File: config.mk
export PLATFORM = sky130hd
export DESIGN_NAME = hazard_trap_ctrl
export DESIGN_NICKNAME = d
export VERILOG_FILES = /design/src/rtl/hazard_trap_ctrl.sv
export SDC_FILE = /design/constraint.sdc
export NUM_CORES = 1
export LEC_CHECK = 0
export CAP_MARGIN = 25
export CORE_MARGIN = 2
export CORE_UTILIZATION = 42
export DETAILED_ROUTE_END_ITERATION = 10
export PLACE_DENSITY = 0.86
export SLEW_MARGIN = 20
export SYNTH_ARGS = -nofsm -noshare
export SYNTH_HDL_FRONTEND = slang
export SYNTH_SLANG_ARGS = --single-unit
File: constraint.sdc
create_clock -name clk -period 2.4 [get_ports clk]
set_input_delay 0.48 -clock clk [delete_from_list [all_inputs] [get_ports clk]]
set_output_delay 0.48 -clock clk [all_outputs]
set_load 0.01 [all_outputs]
File: src/rtl/hazard_trap_ctrl.sv
// ---------------------------------------------------------------------------
// hazard_trap_ctrl
//
// Pipeline sequencing controller for the 5-stage RV32 core. It sits beside
// the opcode decoder and turns decoded hazard/trap information into stage
// register enables, stage flushes and the next-PC select. It also sequences
// external-interrupt trap entry, mret return and wfi sleep, and keeps a
// saturating count of cycles in which the PC did not advance.
//
// Ports
//   clk, rst_n            core clock (rising edge), async active-low reset
//   id_rs1, id_rs2        source register indices of the ID instruction
//   id_use_rs1/_rs2       ID instruction actually reads rs1 / rs2
//   id_is_wfi             ID instruction is wfi
//   ex_rd                 destination register of the EX instruction
//   ex_memread            EX instruction is a load
//   ex_redirect           taken branch / jal / jalr resolved in EX
//   ex_is_mret            EX instruction is mret
//   im_stall, dm_stall    instruction / data memory wait
//   irq                   external interrupt, level, asynchronous to clk
//   meie                  mstatus.MIE & mie.MEIE
//   stall_cnt_clr         synchronous clear of stall_cnt
//   pc_write .. memwb_write  stage register enables
//   ifid_flush, idex_flush   replace stage content with a NOP
//   pc_sel                00 PC+4, 01 EX target, 10 mtvec, 11 mepc
//   trap_take             one-cycle pulse: save ID PC to mepc, clear MIE
//   sleeping              high while parked in WFI
//   stall_cnt             saturating count of cycles with pc_write = 0
//
// FSM states
//   state   | meaning
//   --------+-------------------------------------------------------------
//   ST_RUN  | normal issue; hazards resolved by priority each cycle
//   ST_WFI  | wfi parked in ID, front end frozen, back end keeps draining
// ---------------------------------------------------------------------------
module hazard_trap_ctrl #(
  parameter int CNT_W       = 32,
  parameter int SYNC_STAGES = 2
) (
  input  logic             clk,
  input  logic             rst_n,
  input  logic [4:0]       id_rs1,
  input  logic [4:0]       id_rs2,
  input  logic             id_use_rs1,
  input  logic             id_use_rs2,
  input  logic             id_is_wfi,
  input  logic [4:0]       ex_rd,
  input  logic             ex_memread,
  input  logic             ex_redirect,
  input  logic             ex_is_mret,
  input  logic             im_stall,
  input  logic             dm_stall,
  input  logic             irq,
  input  logic             meie,
  input  logic             stall_cnt_clr,
  output logic             pc_write,
  output logic             ifid_write,
  output logic             idex_write,
  output logic             exmem_write,
  output logic             memwb_write,
  output logic             ifid_flush,
  output logic             idex_flush,
  output logic [1:0]       pc_sel,
  output logic             trap_take,
  output logic             sleeping,
  output logic [CNT_W-1:0] stall_cnt
);

  localparam logic [1:0] PC_PLUS4  = 2'b00;
  localparam logic [1:0] PC_EX_TGT = 2'b01;
  localparam logic [1:0] PC_MTVEC  = 2'b10;
  localparam logic [1:0] PC_MEPC   = 2'b11;

  localparam logic [CNT_W-1:0] CNT_MAX = '1;
  localparam logic [CNT_W-1:0] CNT_ONE = {{(CNT_W-1){1'b0}}, 1'b1};

  typedef enum logic {
    ST_RUN = 1'b0,
    ST_WFI = 1'b1
  } state_t;

  state_t state_q;
  state_t state_d;

  // irq synchronizer: irq enters bit 0, irq_s is the last stage.
  logic [SYNC_STAGES-1:0] irq_sync_q;
  logic                   irq_s;

  always_ff @(posedge clk or negedge rst_n) begin
    if (!rst_n) begin
      irq_sync_q <= '0;
    end else begin
      irq_sync_q <= {irq_sync_q[SYNC_STAGES-2:0], irq};
    end
  end

  assign irq_s = irq_sync_q[SYNC_STAGES-1];

  logic mem_stall;
  logic rs1_hit;
  logic rs2_hit;
  logic load_use;
  logic irq_pend;

  assign mem_stall = im_stall | dm_stall;
  assign rs1_hit   = id_use_rs1 & (id_rs1 == ex_rd);
  assign rs2_hit   = id_use_rs2 & (id_rs2 == ex_rd);
  // x0 is never a real producer, so a load to x0 never stalls.
  assign load_use  = ex_memread & (ex_rd != 5'd0) & (rs1_hit | rs2_hit);
  assign irq_pend  = irq_s & meie;

  always_ff @(posedge clk or negedge rst_n) begin
    if (!rst_n) begin
      state_q <= ST_RUN;
    end else begin
      state_q <= state_d;
    end
  end

  always_comb begin
    state_d     = state_q;
    pc_write    = 1'b1;
    ifid_write  = 1'b1;
    idex_write  = 1'b1;
    exmem_write = 1'b1;
    memwb_write = 1'b1;
    ifid_flush  = 1'b0;
    idex_flush  = 1'b0;
    pc_sel      = PC_PLUS4;
    trap_take   = 1'b0;

    if (mem_stall) begin
      // Freeze the whole pipe; any pending redirect/trap is re-evaluated
      // once memory is done because its source is still in place.
      pc_write    = 1'b0;
      ifid_write  = 1'b0;
      idex_write  = 1'b0;
      exmem_write = 1'b0;
      memwb_write = 1'b0;
    end else if (ex_is_mret) begin
      pc_sel     = PC_MEPC;
      ifid_flush = 1'b1;
      idex_flush = 1'b1;
      state_d    = ST_RUN;
    end else if (ex_redirect) begin
      pc_sel     = PC_EX_TGT;
      ifid_flush = 1'b1;
      idex_flush = 1'b1;
      state_d    = ST_RUN;
    end else begin
      unique case (state_q)
        ST_RUN: begin
          if (irq_pend) begin
            // Trap wins over load-use and wfi: the ID instruction is
            // flushed and its PC becomes mepc.
            trap_take  = 1'b1;
            pc_sel     = PC_MTVEC;
            ifid_flush = 1'b1;
            idex_flush = 1'b1;
          end else if (load_use) begin
            pc_write   = 1'b0;
            ifid_write = 1'b0;
            idex_flush = 1'b1;
          end else if (id_is_wfi) begin
            pc_write   = 1'b0;
            ifid_write = 1'b0;
            idex_flush = 1'b1;
            state_d    = ST_WFI;
          end
        end
        ST_WFI: begin
          pc_write   = 1'b0;
          ifid_write = 1'b0;
          idex_flush = 1'b1;
          // Wake on the raw synchronized line; meie only decides whether
          // the wake-up also enters the trap handler.
          if (irq_s) begin
            state_d    = ST_RUN;
            pc_write   = 1'b1;
            ifid_write = 1'b1;
            if (meie) begin
              trap_take  = 1'b1;
              pc_sel     = PC_MTVEC;
              ifid_flush = 1'b1;
            end
          end
        end
        default: begin
          state_d = ST_RUN;
        end
      endcase
    end
  end

  assign sleeping = (state_q == ST_WFI);

  always_ff @(posedge clk or negedge rst_n) begin
    if (!rst_n) begin
      stall_cnt <= '0;
    end else if (stall_cnt_clr) begin
      stall_cnt <= '0;
    end else if (!pc_write && (stall_cnt != CNT_MAX)) begin
      stall_cnt <= stall_cnt + CNT_ONE;
    end
  end

endmodule
==> flow_summary.rst, run 1 <==
.. list-table::
   :header-rows: 1

   * - Metric
     - Value
   * - Leakage power total
     - 0.00137 uW
   * - Number of cells on the worst reg-to-reg path
     - 9
   * - Largest fanout on the critical path
     - 3
   * - Fraction of synthesized area in multiplexers
     - 2.56%
   * - ANT nets after route
     - 0
   * - Final routed wirelength across all metal layers
     - 6250 microns
   * - Per-cell via count in the routed design
     - 5.58
   * - Nets in the synthesized netlist
     - 274
   * - Total of buffers placed on input and output ports
     - 70
   * - Max-capacitance violation count
     - 0
   * - Number of antenna violations at the first check in global routing
     - 0
   * - Post-synthesis adder-cell area fraction
     - 0.581%
   * - Share of the synthesized area in the top cell type
     - 40.7%
   * - Critical path required time
     - 1920 ps
   * - Clock net sink count
     - 35
   * - Startpoint type of the worst setup path
     - primary input
   * - First DRT Iteration DRCs
     - 107
   * - Residual overflow from global routing
     - 0
   * - Overall track demand over capacity in global routing
     - 21.9%
   * - Commonest register cell after synthesis
     - dfrtp_1
   * - Rows
     - 26
   * - Worst reg2reg path endpoint
     - stall_cnt[15]
   * - Total die area
     - 0.00571 sq mm
   * - Post-synthesis sequential area ratio
     - 40.7%
   * - Gp weighted congestion
     - 0.813
   * - Transition time at the pin with the least slew margin
     - 638 ps
   * - Fraction of synthesis flops using an asynchronous set or reset pin
     - 100%
   * - CTS clock-pin slew for the worst setup and hold paths
     - 70 ps
   * - Endpoints failing hold
     - 0
   * - Nature of the critical path endpoint
     - primary output
   * - Yosys warns
     - 0
   * - Worst r2r src
     - stall_cnt[0]
   * - Worst slack on hold paths
     - 358 ps
   * - Vias in the first global route
     - 2,202
   * - Post-layout minimum cycle time
     - 2400 ps
   * - Clock Root Buffer
     - clkbuf_8
   * - Layout overhead on the synthesized area
     - 54.1%
   * - Simple-Gate Fraction of Synth Area
     - 27.8%
   * - Final routed wire length divided by cell count
     - 15.1 microns
   * - Crit path to
     - idex_flush
   * - Area of combinational cells with multiple inputs
     - 0.00122 sq mm
   * - IR Drop Worst-Case VDD
     - 0.342 mV
   * - Maximum clock frequency
     - 416 MHz
   * - Final WS setup
     - -1.15 ps
   * - Largest area contributor in the netlist
     - dfrtp_1
   * - Post-Synthesis Cells
     - 245
   * - Setup repair after global routing missed its margin
     - yes
   * - DR DRC count
     - 0
   * - Count of nets after finishing
     - 371
   * - Post-Route Skew
     - 3.19 ps
   * - Global-route wire length before repair
     - 9700 microns
   * - Floorplan die width
     - 75.6 microns
   * - Clock network latency to the later pin of the worst-skew pair
     - 290 ps
   * - Utilization after layout
     - 66.2%
   * - Xor/xnor cell area share of the yosys netlist
     - 4.48%
   * - Initial cell density of the core
     - 43.0%
   * - Layout cell share with drive strength beyond 1
     - 22.2%
   * - Post-route setup TNS
     - -1.15 ps
   * - Setup crit start
     - ex_rd[4]
   * - Length of the first detailed-routing pass in iterations
     - 4
   * - Category of the critical setup timing path
     - primary input to primary output
   * - Sequential standard cell area
     - 876 sq um
   * - Number of inserted diodes
     - 0
   * - Violated checks
     - negative setup slack
   * - Vias after detailed routing
     - 2,304
   * - Worst min path class
     - flop to flop
   * - Power density over cell area
     - 422 mW/mm^2
   * - Clock tree from TritonCTS
     - done
   * - Placeable Area
     - 0.00501 sq mm
   * - WP data arrival
     - 1920 ps
   * - Final period util
     - 100%
   * - Fillcell total
     - 424
   * - Register-to-register path setup slack
     - 130 ps
   * - Maximum number of pins on one net before global-route repair
     - 36
   * - Synthesized area divided by synthesized cell count
     - 8.78 sq um
   * - Total CTS buffers
     - 5
   * - DP Wirelength
     - 4450 microns
   * - Post-synthesis sequential element count
     - 35
   * - Number of levels in the clock H-tree
     - 2
   * - Final setup vio count
     - 1
   * - Synth Area in Compound Gates
     - 18.6%
   * - Deepest clock path buffer count
     - 2
   * - Number of different library cells in the post-synthesis netlist
     - 45
   * - Cell types occupying the most area after synthesis
     - dfrtp_1 (41%), a21oi_1 (6.5%), o31ai_1 (5.6%)
   * - I/O pin count
     - 71
   * - Outcome
     - finished, violations left
   * - Normalized max-slew margin
     - 57.4%
   * - Synthesized cell area
     - 0.00215 sq mm
   * - Hold-fix buffer count after cts
     - 0
   * - Die Span Y
     - 75.6 microns
   * - Count of pins over their slew limit
     - 0
   * - Largest family of logic cells by synthesized area
     - simple AND/OR/NAND/NOR gates
   * - Number of flops mapped to enable cells by yosys
     - 0
## logic make-up (layout without fill, tap and decap cells)
kind of cell | after synthesis | in the layout
simple gates | 103 | 103
compound gates | 66 | 66
flops | 35 | 35
buf+inv | 24 | 122
xor+xnor | 11 | 11
mux | 5 | 5
fa+ha+maj | 1 | 1
## final cells by class
class	count	area share, %
multi-input cells	186	36.9
repair buffers	107	29.7
flip-flops and latches	35	26.4
well taps	70	2.64
clock buffers	6	2.49
clock inverters	2	1.06
inverters	7	0.792
## synthesized netlist by cell type (7+ instances only)
| cell type | n |
|---|---|
| or4_1 | 16 |
| o21ai_0 | 12 |
| nor2_1 | 13 |
| dfrtp_1 | 35 |
| o31ai_1 | 16 |
| clkbuf_1 | 10 |
| or3_1 | 11 |
| a21oi_1 | 28 |
| nand3_1 | 9 |
| nand4_1 | 12 |
| nand2_1 | 16 |
| inv_1 | 7 |
| xnor2_1 | 10 |
## where the power goes
group          internal, uW  total, uW  switching [uW]
Sequential              598        608            9.49
Combinational           124        235             111
Clock                   336        558             222
Total                  1060       1400             343
## stage by stage
step | total power, uW | cells | area [sq um] | setup slack [ps]
after global routing | 1460 | 413 | 3320 | -36.2
after floorplan | 706 | 245 | 2150 | 86.1
after global placement | 842 | 404 | 3140 | -674
after CTS | 1400 | 413 | 3270 | 6.56
final | 1400 | 413 | 3320 | -1.15
after detailed placement | 848 | 404 | 3140 | -678
## worst max-delay path, stage by stage
cell and delay (ps):
clkbuf_2 120, or4_4 540, o21a_4 230, a211oi_2 260, a21oi_1 120, buf_2 160
## how the worst min path moves through the flow
stage | start | to | slack, ps | depth (start not counted)
after floorplan | rst_n | irq_sync_q[0] | 180 | 0
after CTS | irq_sync_q[0] | irq_sync_q[1] | 360 | 0
after detailed placement | irq_sync_q[0] | irq_sync_q[1] | 350 | 0
after global routing | irq_sync_q[0] | irq_sync_q[1] | 370 | 0
final | irq_sync_q[0] | irq_sync_q[1] | 360 | 0
after global placement | irq_sync_q[0] | irq_sync_q[1] | 340 | 0
## state kept, by name, summed over array words and instances (netlist names)
| register | cells |
|---|---|
| stall_cnt | 32 |
| irq_sync_q | 2 |
| sleeping | 1 |
## layer usage
layer  GRT usage, %  vias up  wire length [microns]
met1           27.2     1113                   2730
met4           6.24        0                     59
met2           38.6       73                   3080
met3           4.63        7                    385
met5              0        -                      0
li1               -     1111                      -
## cell usage in the layout, fill, tap and decap left out, types with 6 or more instances in the layout
cell type | netlist | layout
dlymetal6s2s_1 | 0 | 9
nand2_1 | 16 | 16
clkdlybuf4s50_1 | 0 | 46
o31ai_1 | 16 | 16
dfrtp_1 | 35 | 35
dlygate4sd2_1 | 0 | 7
buf_4 | 3 | 34
clkbuf_8 | 0 | 6
nand3_1 | 9 | 8
or3_1 | 11 | 11
nor2_1 | 13 | 13
nand4_1 | 12 | 12
o21ai_0 | 12 | 12
xnor2_1 | 10 | 10
a21oi_1 | 28 | 25
or4_1 | 16 | 14
inv_1 | 7 | 7
## repair_timing
item | in CTS | in global routing
hold endpoints to repair | 0 | 0
resized for setup | 36 | 26
buffers inserted | 1 | 0
pin swaps | 6 | 22
endpoints found under the setup margin | 35 | 19
gates cloned | 0 | 0
Note: power is estimated with default switching activity, not from simulation.
==> inputs of run 2 (changes only) <==
--- a/config.mk
+++ b/config.mk
@@ -9,8 +9,11 @@
 export CORE_MARGIN = 2
 export CORE_UTILIZATION = 42
 export DETAILED_ROUTE_END_ITERATION = 10
+export GPL_ROUTABILITY_DRIVEN = 0
 export PLACE_DENSITY = 0.86
+export SKIP_CTS_REPAIR_TIMING = 1
 export SLEW_MARGIN = 20
 export SYNTH_ARGS = -nofsm -noshare
 export SYNTH_HDL_FRONTEND = slang
 export SYNTH_SLANG_ARGS = --single-unit
+export TNS_END_PERCENT = 10
==> run 2 against run 1 <==
Compared with the run above:
- the run still ends with negative setup slack left
- count of clock-buffer cells in the layout did not move
- critical endpoint is now pc_write
- wire length fell by 0.50%
- power rose by 0.22%
- largest cell class unchanged
- global-route usage fell by 0.50 points
- first-iteration DRC count fell by 8.4%
- non-clock buffer count rose by 1
- clock power barely moved
==> flow_summary.rst, run 2 (same netlist as run 1, synthesis figures left out) <==
.. list-table::
   :header-rows: 1

   * - Metric
     - Value
   * - Post-layout minimum cycle time
     - 2420 ps (was 2400 ps)
   * - Area of combinational cells with multiple inputs
     - 0.00120 sq mm (was 0.00122 sq mm)
   * - Number of cells on the worst reg-to-reg path
     - 9 (unchanged)
   * - Startpoint type of the worst setup path
     - primary input (unchanged)
   * - P_int
     - 1060 uW (about the same)
   * - Worst min path class
     - flop to flop (unchanged)
   * - Clock Root Buffer
     - clkbuf_8 (unchanged)
   * - Final routed wire length divided by cell count
     - 15.0 microns (was 15.1 microns)
   * - Largest stage delay on the critical path
     - 420 ps (was 540 ps)
   * - Die Span Y
     - 75.6 microns (unchanged)
   * - Overall track demand over capacity in global routing
     - 21.4% (was 21.9%)
   * - Worst r2r src
     - stall_cnt[0] (unchanged)
   * - Number of antenna violations at the first check in global routing
     - 0 (unchanged)
   * - Clock network latency to the later pin of the worst-skew pair
     - 290 ps (about the same)
   * - Number of levels in the clock H-tree
     - 2 (unchanged)
   * - Category of the critical setup timing path
     - primary input to primary output (unchanged)
   * - Rows
     - 26 (unchanged)
   * - Setup crit start
     - id_is_wfi (was ex_rd[4])
   * - Worst reg2reg path endpoint
     - stall_cnt[9] (was stall_cnt[15])
   * - Fillcell total
     - 416 (was 424)
   * - Critical path required time
     - 1920 ps (about the same)
   * - Residual overflow from global routing
     - 0 (unchanged)
   * - Total of buffers placed on input and output ports
     - 70 (unchanged)
   * - Violated checks
     - negative setup slack (unchanged)
   * - Leakage power total
     - 0.00147 uW (was 0.00137 uW)
   * - First DRT Iteration DRCs
     - 98 (was 107)
   * - Utilization after layout
     - 66.7% (was 66.2%)
   * - Layout cell share with drive strength beyond 1
     - 20.6% (was 22.2%)
   * - Clock tree from TritonCTS
     - done (unchanged)
   * - Count of pins over their slew limit
     - 0 (unchanged)
   * - Worst path bufs/invs
     - 3 (was 2)
   * - Outcome
     - finished, violations left (unchanged)
   * - Placeable Area
     - 0.00501 sq mm (unchanged)
   * - Worst hold start
     - irq_sync_q[0] (unchanged)
   * - Worst path top cell family by delay
     - buffers and inverters (was compound AO/OA/AOI/OAI gates)
   * - CTS clock-pin slew for the worst setup and hold paths
     - 70 ps (about the same)
   * - Final setup vio count
     - 1 (unchanged)
   * - Sw Share
     - 24.4% (was 24.5%)
   * - Total die area
     - 0.00571 sq mm (unchanged)
   * - Sequential standard cell area
     - 876 sq um (unchanged)
   * - Flip-flop count of the largest register, all copies and words added
     - 32 (unchanged)
   * - Global-route wire length before repair
     - 9480 microns (was 9700 microns)
   * - DP Wirelength
     - 4450 microns (unchanged)
   * - Length of the first detailed-routing pass in iterations
     - 4 (unchanged)
   * - Maximum number of pins on one net before global-route repair
     - 36 (unchanged)
   * - Vias after detailed routing
     - 2,308 (was 2,304)
   * - Floorplan die width
     - 75.6 microns (unchanged)
   * - Post-Route Skew
     - 1.87 ps (was 3.19 ps)
   * - I/O pin count
     - 71 (unchanged)
   * - Transition time at the pin with the least slew margin
     - 635 ps (was 638 ps)
   * - Normalized max-slew margin
     - 57.5% (was 57.4%)
   * - Final period util
     - 101% (was 100%)
   * - Endpoints failing hold
     - 0 (unchanged)
   * - Power density over cell area
     - 420 mW/mm^2 (was 422 mW/mm^2)
   * - Total CTS buffers
     - 5 (unchanged)
   * - Most common library cell in the layout ignoring fill and taps
     - clkdlybuf4s50_1 (unchanged)
   * - Register-to-register path setup slack
     - 120 ps (was 130 ps)
   * - Max-capacitance violation count
     - 0 (unchanged)
   * - ANT nets after route
     - 0 (unchanged)
   * - Sequential share of power
     - 43.3% (was 43.4%)
   * - Deepest clock path buffer count
     - 2 (unchanged)
   * - IR Drop Worst-Case VDD
     - 0.342 mV (about the same)
   * - Initial cell density of the core
     - 43.0% (unchanged)
   * - Commonest cells after routing, fill and taps aside
     - clkdlybuf4s50_1 (47), dfrtp_1 (35), buf_4 (35), a21oi_1 (26), dlymetal6s2s_1 (18) (was clkdlybuf4s50_1 (46), dfrtp_1 (35), buf_4 (34), a21oi_1 (25))
   * - Worst slack on hold paths
     - 359 ps (was 358 ps)
   * - Worst hold path endpoint
     - irq_sync_q[1] (unchanged)
   * - Per-cell via count in the routed design
     - 5.57 (was 5.58)
   * - Number of inserted diodes
     - 0 (unchanged)
   * - Net switching component of the power
     - 343 uW (about the same)
   * - Final routed wirelength across all metal layers
     - 6220 microns (was 6250 microns)
   * - Highest-delay cell along the critical path
     - clkdlybuf4s50_1 (was or4_4)
   * - Count of nets after finishing
     - 372 (was 371)
   * - Final WS setup
     - -15.2 ps (was -1.15 ps)
   * - Most flop-heavy register
     - stall_cnt (unchanged)
   * - Setup repair after global routing missed its margin
     - yes (unchanged)
   * - Worst path cell trace
     - clkdlybuf4s50_1, or2_2, a31o_2, a41oi_2, buf_6, clkbuf_2 (was clkbuf_2, or4_4, o21a_4, a211oi_2, a21oi_1, buf_2)
   * - Layout overhead on the synthesized area
     - 55.2% (was 54.1%)
   * - Hold Path Cell Cnt
     - 0 (unchanged)
   * - Clk pwr share
     - 39.9% (about the same)
   * - Vias in the first global route
     - 2,146 (was 2,202)
   * - Largest fanout on the critical path
     - 5 (was 3)
   * - Clock net sink count
     - 35 (unchanged)
   * - Nature of the critical path endpoint
     - primary output (unchanged)
   * - WP data arrival
     - 1940 ps (was 1920 ps)
   * - Part of the total power dissipated in combinational logic
     - 16.8% (about the same)
   * - DR DRC count
     - 0 (unchanged)
   * - Maximum clock frequency
     - 414 MHz (was 416 MHz)
[run 2: worst max path at each step]
stage / to / slack, ps / cells after the start
CTS: ifid_write / -690 / 6
global route: pc_write / -60 / 6
detailed placement: ifid_write / -680 / 6
global placement: pc_write / -670 / 6
floorplan: pc_write / 90 / 5
finish: pc_write / -20 / 6
[run 2: power groups by stage]
stage / clock network [uW] / registers [uW] / logic [uW]
after CTS: 565 / 608 / 230
after detailed placement: 0 / 619 / 229
final: 560 / 608 / 236
after global routing: 593 / 609 / 256
after floorplan: 0 / 622 / 84.5
after global placement: 0 / 618 / 223
[run 2: final cells by class]
| class | instances | area share (%) |
|---|---|---|
| Clock buffer | 6 | 2.47 |
| Clock inverter | 2 | 1.05 |
| Inverter | 7 | 0.787 |
| Multi-Input combinational cell | 186 | 36.0 |
| Sequential cell | 35 | 26.2 |
| Tap cell | 70 | 2.62 |
| Timing Repair Buffer | 108 | 30.9 |
[run 2: layer usage]
layer  vias up  share of wire [%]  global-route usage, %
met1      1118                 43                   27.2
met5         -                  0                      0
met2        70                 49                   36.9
met3         7                6.9                   4.63
li1       1113                  -                      -
met4         0               0.95                   6.24
[run 2: through the flow]
stage                     instance area (sq um)  total power (uW)  TNS, ps  setup slack, ps  instances
after floorplan                            2150               706        0             86.1        245
after CTS                                  3250              1400    -4840             -693        412
after detailed placement                   3140               848   -13690             -678        404
after global routing                       3340              1460     -208            -59.6        414
after global placement                     3140               842   -11240             -674        404
final                                      3340              1400    -15.2            -15.2        414
==> inputs of run 3 (changes only) <==
--- a/config.mk
+++ b/config.mk
@@ -7,10 +7,10 @@
 export LEC_CHECK = 0
 export CAP_MARGIN = 25
 export CORE_MARGIN = 2
-export CORE_UTILIZATION = 42
+export CORE_UTILIZATION = 25
 export DETAILED_ROUTE_END_ITERATION = 10
 export GPL_ROUTABILITY_DRIVEN = 0
-export PLACE_DENSITY = 0.86
+export PLACE_DENSITY = 0.58
 export SKIP_CTS_REPAIR_TIMING = 1
 export SLEW_MARGIN = 20
 export SYNTH_ARGS = -nofsm -noshare
==> constraint.sdc (replaced) <==
create_clock -name clk -period 2.7 [get_ports clk]
set_input_delay 0.54 -clock clk [delete_from_list [all_inputs] [get_ports clk]]
set_output_delay 0.54 -clock clk [all_outputs]
set_load 0.01 [all_outputs]
==> run 3 against run 2 <==
Compared with the run above:
- the flow now finishes without violations
- critical path depth is 1 lower
- cell count rose by 8.0%
- combinational power fell by 8.9%
- die area rose by 64%
- via count decreased by 1.8%
- non-clock buffer count decreased by 2
- first-iteration DRC count is 8.2% higher
- clock skew up 3.7 ps
- sequential share of layout area barely moved
- setup slack improved by 84 ps
- register-to-register slack improved by 170 ps
- largest cell class unchanged
==> flow_summary.rst, run 3 (same netlist as run 1, synthesis figures left out) <==
.. list-table::
   :header-rows: 1

   * - Metric
     - Value
   * - Outcome
     - finished clean (was finished, violations left)
   * - Final setup vio count
     - 0 (was 1)
   * - Layout cell share with drive strength beyond 1
     - 17.5% (was 20.6%)
   * - P_int
     - 885 uW (was 1060 uW)
   * - Worst slack at placement
     - -526 ps (was -678 ps)
   * - WP data arrival
     - 2090 ps (was 1940 ps)
   * - Layout overhead on the synthesized area
     - 55.0% (was 55.2%)
   * - Overall power consumption
     - 1180 uW (was 1400 uW)
   * - Leakage power total
     - 0.00138 uW (was 0.00147 uW)
   * - Endpoints failing hold
     - 0 (unchanged)
   * - Normalized max-slew margin
     - 61.5% (was 57.5%)
   * - Placed cell count
     - 435 (was 404)
   * - Total of buffers placed on input and output ports
     - 70 (unchanged)
   * - Startpoint type of the worst setup path
     - primary input (unchanged)
   * - Final routed wire length divided by cell count
     - 13.7 microns (was 15.0 microns)
   * - Overall track demand over capacity in global routing
     - 12.9% (was 21.4%)
   * - Post-Route Skew
     - 5.57 ps (was 1.87 ps)
   * - Final routed wirelength across all metal layers
     - 6120 microns (was 6220 microns)
   * - I/O pin count
     - 71 (unchanged)
   * - Part of the total power dissipated in combinational logic
     - 18.2% (was 16.8%)
   * - Placeable Area
     - 0.00830 sq mm (was 0.00501 sq mm)
   * - Die Span Y
     - 96.8 microns (was 75.6 microns)
   * - ANT nets after route
     - 0 (unchanged)
   * - Clock tree from TritonCTS
     - done (unchanged)
   * - DR DRC count
     - 0 (unchanged)
   * - Floorplan die width
     - 96.8 microns (was 75.6 microns)
   * - Total die area
     - 0.00937 sq mm (was 0.00571 sq mm)
   * - IR Drop Worst-Case VDD
     - 0.184 mV (was 0.342 mV)
   * - Sequential share of power
     - 45.9% (was 43.3%)
   * - Vias in the first global route
     - 2,154 (was 2,146)
   * - Category of the critical setup timing path
     - primary input to primary output (unchanged)
   * - Number of antenna violations at the first check in global routing
     - 0 (unchanged)
   * - Transition time at the pin with the least slew margin
     - 576 ps (was 635 ps)
   * - Net switching component of the power
     - 294 uW (was 343 uW)
   * - Post-route setup TNS
     - 0 ps (was -15.2 ps)
   * - Number of cells on the worst reg-to-reg path
     - 6 (was 9)
   * - Fillcell total
     - 824 (was 416)
   * - Final WS setup
     - 68.6 ps (was -15.2 ps)
   * - Residual overflow from global routing
     - 0 (unchanged)
   * - Count of nets after finishing
     - 370 (was 372)
   * - Global-route wire length before repair
     - 10,200 microns (was 9480 microns)
   * - Most flop-heavy register
     - stall_cnt (unchanged)
   * - Post-route non-filler standard cell count
     - 447 (was 414)
   * - Flip-flop count of the largest register, all copies and words added
     - 32 (unchanged)
   * - Deepest clock path buffer count
     - 2 (unchanged)
   * - Worst min path class
     - flop to flop (unchanged)
   * - Clock Root Buffer
     - clkbuf_8 (unchanged)
   * - Initial cell density of the core
     - 25.9% (was 43.0%)
   * - Number of inserted diodes
     - 0 (unchanged)
   * - Clock net sink count
     - 35 (unchanged)
   * - Commonest cells after routing, fill and taps aside
     - clkdlybuf4s50_1 (57), dfrtp_1 (35), buf_4 (34), a21oi_1 (28) (was clkdlybuf4s50_1 (47), dfrtp_1 (35), buf_4 (35), a21oi_1 (26), dlymetal6s2s_1 (18))
   * - Rows
     - 33 (was 26)
   * - Maximum number of pins on one net before global-route repair
     - 36 (unchanged)
   * - Max-capacitance violation count
     - 0 (unchanged)
   * - Setup repair after global routing missed its margin
     - yes (unchanged)
   * - Most common library cell in the layout ignoring fill and taps
     - clkdlybuf4s50_1 (unchanged)
   * - Per-cell via count in the routed design
     - 5.07 (was 5.57)
   * - Maximum clock frequency
     - 380 MHz
   * - Hold Path Cell Cnt
     - 0 (unchanged)
   * - Critical path required time
     - 2160 ps (was 1920 ps)
   * - Sw Share
     - 24.9% (was 24.4%)
   * - Vias after detailed routing
     - 2,267 (was 2,308)
   * - CTS clock-pin slew for the worst setup and hold paths
     - 70 ps (about the same)
   * - Total CTS buffers
     - 5 (unchanged)
   * - First DRT Iteration DRCs
     - 106 (was 98)
   * - Largest fanout on the critical path
     - 7 (was 5)
   * - DP Wirelength
     - 4490 microns (was 4450 microns)
   * - Utilization after layout
     - 40.2% (was 66.7%)
   * - Nature of the critical path endpoint
     - primary output (unchanged)
   * - Power density over cell area
     - 354 mW/mm^2 (was 420 mW/mm^2)
   * - Count of pins over their slew limit
     - 0 (unchanged)
   * - Clk pwr share
     - 35.9% (was 39.9%)
   * - Clock network latency to the later pin of the worst-skew pair
     - 290 ps (about the same)
   * - Length of the first detailed-routing pass in iterations
     - 4 (unchanged)
   * - Number of levels in the clock H-tree
     - 2 (unchanged)
   * - Final period util
     - 97.5%
   * - Post-layout minimum cycle time
     - 2630 ps
==> run 3: changes by cell type in the layout (fill, tap and decap cells not counted), sizes merged <==
cell	previous run	this run
bufinv	1	0
dlymetal6s2s	18	12
buf	40	37
clkbuf	9	8
clkinv	1	0
clkdlybuf4s50	47	57
==> run 3: worst max-delay path, stage by stage <==
cell and delay, ps:
clkdlybuf4s50_1 390, or2_2 330, buf_4 170, nor2_1 110, clkdlybuf4s50_1 550
==> run 3: power by group through the flow <==
stage	logic, uW	registers (uW)	clock network, uW
after floorplan	74.9	553	0
after global placement	207	551	0
after detailed placement	210	552	0
after CTS	212	541	439
after global routing	233	542	457
final	215	542	423
==> run 3: cell type report <==
type	instances	area, sq um	area share, %
Sequential cell	35	876	26.3
Clock buffer	8	100	3.00
Tap cell	105	131	3.94
Inverter	7	26.3	0.788
Multi-Input combinational cell	186	1180	35.5
Timing Repair Buffer	106	1020	30.5
==> run 3: stage by stage <==
step	hold slack, ps	instance area [sq um]
6_report	356	3340
4_1_cts	363	3250
5_1_grt	369	3340
3_5_place_dp	348	3150
2_1_floorplan	244	2150
3_3_place_gp	341	3150
==> run 3: per-layer routing <==
layer	up-vias	track usage, %	share of wire [%]
li1	1116	-	-
met4	0	3.68	1.5
met1	1068	17.3	48
met5	-	0	0
met3	9	2.96	5.5
met2	74	20.8	45
==> run 3: path summary, 6_finish.rpt <==
check                              start       endpoint  slack, ps
max in group asynchronous          rst_n  stall_cnt[20]       1690
min in group asynchronous          rst_n   stall_cnt[8]        670
min reg2reg                irq_sync_q[0]  irq_sync_q[1]        360
max reg2reg                 stall_cnt[5]  stall_cnt[24]        290
min                        irq_sync_q[0]  irq_sync_q[1]        360
max                             dm_stall      pc_sel[1]         70
